$ cat src/rtl/tcdm_bank_adapter.sv
// Terminal TCDM stage: grants requests only against free response credits, drives a
// 1-cycle-latency SRAM and returns one response per grant through a circular FIFO.
module tcdm_bank_adapter #(
  parameter int ADDR_WIDTH = 11,
  parameter int DATA_WIDTH = 32,
  parameter int RESP_DEPTH = 3,
  localparam int BE_WIDTH = DATA_WIDTH / 8
) (
  input  logic                  clk_i,
  input  logic                  rstn_i,
  input  logic                  slv_req_i,
  output logic                  slv_gnt_o,
  input  logic [ADDR_WIDTH-1:0] slv_addr_i,
  input  logic                  slv_wen_i,
  input  logic [BE_WIDTH-1:0]   slv_be_i,
  input  logic [DATA_WIDTH-1:0] slv_data_i,
  input  logic                  slv_r_ready_i,
  output logic [DATA_WIDTH-1:0] slv_r_data_o,
  output logic                  slv_r_valid_o,
  output logic                  sram_req_o,
  output logic                  sram_we_o,
  output logic [ADDR_WIDTH-1:0] sram_addr_o,
  output logic [DATA_WIDTH-1:0] sram_wdata_o,
  output logic [BE_WIDTH-1:0]   sram_be_o,
  input  logic [DATA_WIDTH-1:0] sram_rdata_i,
  output logic                  busy_o
);

  localparam int CNT_W = $clog2(RESP_DEPTH + 1);
  localparam int PTR_W = (RESP_DEPTH > 1) ? $clog2(RESP_DEPTH) : 1;
  localparam logic [CNT_W:0]   DEPTH_C  = (CNT_W + 1)'(RESP_DEPTH);
  localparam logic [PTR_W-1:0] LAST_PTR = PTR_W'(RESP_DEPTH - 1);

  logic [CNT_W-1:0]      count;
  logic [PTR_W-1:0]      wr_ptr;
  logic [PTR_W-1:0]      rd_ptr;
  logic                  vld_p1;
  logic                  is_read_p1;
  logic [DATA_WIDTH-1:0] fifo_mem [RESP_DEPTH];
  logic [CNT_W:0]        credits_used;
  logic                  push;
  logic                  pop;

  // Pointers wrap explicitly so non-power-of-2 depths work.
  function automatic logic [PTR_W-1:0] next_ptr(input logic [PTR_W-1:0] p);
    if (p == LAST_PTR) return '0;
    return p + PTR_W'(1);
  endfunction

  // Stage p0: credit check and SRAM access in the grant cycle.
  assign credits_used = {1'b0, count} + {{CNT_W{1'b0}}, vld_p1};
  assign slv_gnt_o    = slv_req_i && rstn_i && (credits_used < DEPTH_C);
  assign sram_req_o   = slv_req_i && slv_gnt_o;
  assign sram_we_o    = !slv_wen_i;
  assign sram_addr_o  = slv_addr_i;
  assign sram_wdata_o = slv_data_i;
  assign sram_be_o    = slv_be_i;

  assign push          = vld_p1;
  assign slv_r_valid_o = (count != '0);
  assign pop           = slv_r_valid_o && slv_r_ready_i;
  assign slv_r_data_o  = fifo_mem[rd_ptr];
  assign busy_o        = (count != '0) || vld_p1;

  // Stage p1: access in flight; control state only is reset.
  always_ff @(posedge clk_i) begin
    if (!rstn_i) begin
      vld_p1     <= 1'b0;
      is_read_p1 <= 1'b0;
      count      <= '0;
      wr_ptr     <= '0;
      rd_ptr     <= '0;
    end else begin
      vld_p1     <= slv_gnt_o;
      is_read_p1 <= slv_wen_i;
      if (push) wr_ptr <= next_ptr(wr_ptr);
      if (pop)  rd_ptr <= next_ptr(rd_ptr);
      case ({push, pop})
        2'b10:   count <= count + CNT_W'(1);
        2'b01:   count <= count - CNT_W'(1);
        default: count <= count;
      endcase
    end
  end

  // Stage p2: response captured into the FIFO; writes answer with zero.
  always_ff @(posedge clk_i) begin
    if (push) fifo_mem[wr_ptr] <= is_read_p1 ? sram_rdata_i : '0;
  end

endmodule

$ cat config.mk
export PLATFORM = sky130hd
export DESIGN_NAME = tcdm_bank_adapter
export DESIGN_NICKNAME = d
export VERILOG_FILES = /design/src/rtl/tcdm_bank_adapter.sv
export SDC_FILE = /design/constraint.sdc
export NUM_CORES = 1
export LEC_CHECK = 0
export ABC_AREA = 1
export CAP_MARGIN = 15
export CORE_ASPECT_RATIO = 1.1
export CORE_UTILIZATION = 40
export DETAILED_ROUTE_END_ITERATION = 16
export GPL_TIMING_DRIVEN = 0
export PLACE_DENSITY = 0.73
export SETUP_SLACK_MARGIN = 0.2
export SLEW_MARGIN = 20
export SYNTH_ARGS = -nofsm -noshare
export SYNTH_HDL_FRONTEND = slang
export SYNTH_SLANG_ARGS = --single-unit
$ cat constraint.sdc
create_clock -name clk_i -period 3.42 [get_ports clk_i]
set_input_delay 0.342 -clock clk_i [delete_from_list [all_inputs] [get_ports clk_i]]
set_output_delay 0.342 -clock clk_i [all_outputs]
set_load 0.02 [all_outputs]
==> metrics.txt <==
outcome complete, no violations; min cycle time layout 2.448 ns; CTS buffer count 9; Total Routed Length about 10 mm; Startpoint Class flip-flop; clock buffer depth 2; routed wl met2 roughly 5.3 mm; CTS Hold Buffers Added 0; routed len/inst about 14 µm; first-pass GRT wire length between 15 and 20 mm; Cells after Synth 415; Cell Pwr Density approximately 520 nW/µm²; vias 3,259; RSZ-0062 raised after global routing false; met1 wire length around 4 mm; largest net degree at the start of global routing 33; Initial Utilization 41.78%; initial antenna violation count 0; DP Cell Count roughly 690; final clock skew approximately 0.0075 ns; Max Used Layer met4; Overflow after GRT 0; Final Hold Fails 0; WP data arrival 2.11 ns; Post-route DRC 0; Reg clk slew, reported paths 0.07 ns; worst-margin pin slew just under 0.8 ns; FP Rows 40; layout cell share with drive strength beyond 1 16.22%; Crit Path Class flip-flop to output port; warnings from Yosys 0; post_cts resized 0; dpl ws around 1.1 ns; post-synthesis sequential area ratio between 60% and 70%; DR iter-0 viols roughly 110; Critical Path RT 3.08 ns; Post-DP Area a little over 6000 µm²; post-route ant nets 0; Tcrit/Tclk final 71.57%; fin cells about 700; Max Freq about 410 MHz; DPL Wire Length 6.826 mm; final setup margin just under 1 ns; Setup violations, final 0; number of synthesized register bits roughly 110; post-CTS setup buffers 0; die area 12,040 µm²; Unique masters post-synth 20; most common cell after layout, fill and taps aside clkdlybuf4s50_1; root buf cell clkbuf_16; Initial DRT Pass Iterations 4; WHS approximately 0.47 ns; CP endpoint kind output port; Post-Syn Area about 4600 µm²; met3 wire length 605 µm; synthesis-to-layout area growth 36.52%; worst rel slew slack roughly 47%; clock sink count approximately 110; HP Class flip-flop to flip-flop; Chip Height about 110 µm; multi-input logic area 879.6 µm²; # H-tree levels 3; Vias/cell ~4.6; maximum fanout along the worst path 4; n_diodes 0; Core Area 11,110 µm²; Leak ~0.0026 µW; Port Buffer Count 120; routability congestion estimate between 0.6 and 0.7; chip width 104.7 µm; Layout Nets approximately 640; Max IR drop VDD a little under 0.3 mV; max-cap violations 0; design area between 6000 and 7000 µm²; # fillers 984; CTS tree built; vias in the first global route about 3,200; Seq. cell area about 3100 µm²; post-synth net total 502; most frequent cells in the layout 120 x clkdlybuf4s50_1, 96 x edfxtp_1, 73 x nand2_1; gr usage total 16.93%; total power about 3300 µW; post-synthesis area per instance approximately 11 µm²; Worst-Skew Late Latency approximately 0.34 ns; IO Pins 168; Slew Limit Fails 0
[final cells by class]
type | instances | area share [%]
clock buffer | 10 | 3.613
clock inverter | 6 | 0.6713
inverter | 48 | 2.981
buffer | 64 | 7.818
multi-input combinational | 197 | 13.88
tap | 147 | 2.902
timing repair buffer | 124 | 19.49
sequential | 106 | 48.65
[registers in the layout, summed over array words and instances (netlist names), named ones only]
register / count
fifo_mem: 96
count: 2
rd_ptr: 2
wr_ptr: 2
is_read_p1: 1
push: 1
[cells by family (layout without fill, tap and decap cells)]
kind of cell	after synthesis	count (layout)	synth area share, %
buf+inv	112	252	14.74
flops	106	106	66.41
simple gates	121	121	10.00
compound gates	73	73	8.032
fa+ha+maj	3	3	0.8087
[worst max-delay path, cell delays in order (launching register included)]
cell and delay (ns):
dfxtp_1 0.35, ha_1 0.21, ha_1 0.31, a211oi_1 0.26, clkdlybuf4s50_1 0.64
[through the flow]
| step | setup TNS, ns | utilization, % |
|---|---|---|
| after floorplan | 0 | - |
| after global placement | -38.82 | 54.25 |
| after detailed placement | 0 | 54.59 |
| after CTS | 0 | 57.04 |
| after global routing | 0 | 57.04 |
| final | 0 | 57.04 |
[where the power goes]
part           internal (µW)  switching (µW)
registers               1460            20.6
logic                    418             478
clock network            494             438
total                   2370             936
[worst paths after layout]
kind / from / endpoint / slack (ns) / cells after the start
setup / recovery: count[0]$_SDFFE_PN0P_ / sram_req_o / 0.97 / 4
hold / removal: wr_ptr[1]$_SDFFE_PN0P_ / wr_ptr[1]$_SDFFE_PN0P_ / 0.47 / 2
setup reg to reg: push$_SDFF_PN0_ / fifo_mem[2][16]$_DFFE_PP_ / 1.73 / 5
hold reg to reg: wr_ptr[1]$_SDFFE_PN0P_ / wr_ptr[1]$_SDFFE_PN0P_ / 0.47 / 2
[Yosys cell counts]
cell type,instances,area share [%]
clkinv_4,1,0.19
buf_6,6,1.5
clkinv_2,1,0.11
nor3_1,1,0.11
inv_4,1,0.13
o21ai_0,3,0.32
nand3_1,3,0.32
a211oi_1,3,0.49
nand2_1,73,5.9
nor2_1,42,3.4
edfxtp_1,96,62
buf_4,55,8.9
dfxtp_1,10,4.3
inv_1,44,3.6
nand2_2,1,0.13
a21oi_1,67,7.2
ha_1,3,0.81
buf_2,3,0.32
nand4_1,1,0.13
inv_2,1,0.081
[metal layers]
layer / vias to the layer above / track usage (%)
li1: 1600 / -
met1: 1512 / 18.81
met2: 133 / 31.79
met3: 14 / 4.308
met4: 0 / 5.446
met5: - / 0
Note: power is estimated with default switching activity, not from simulation.
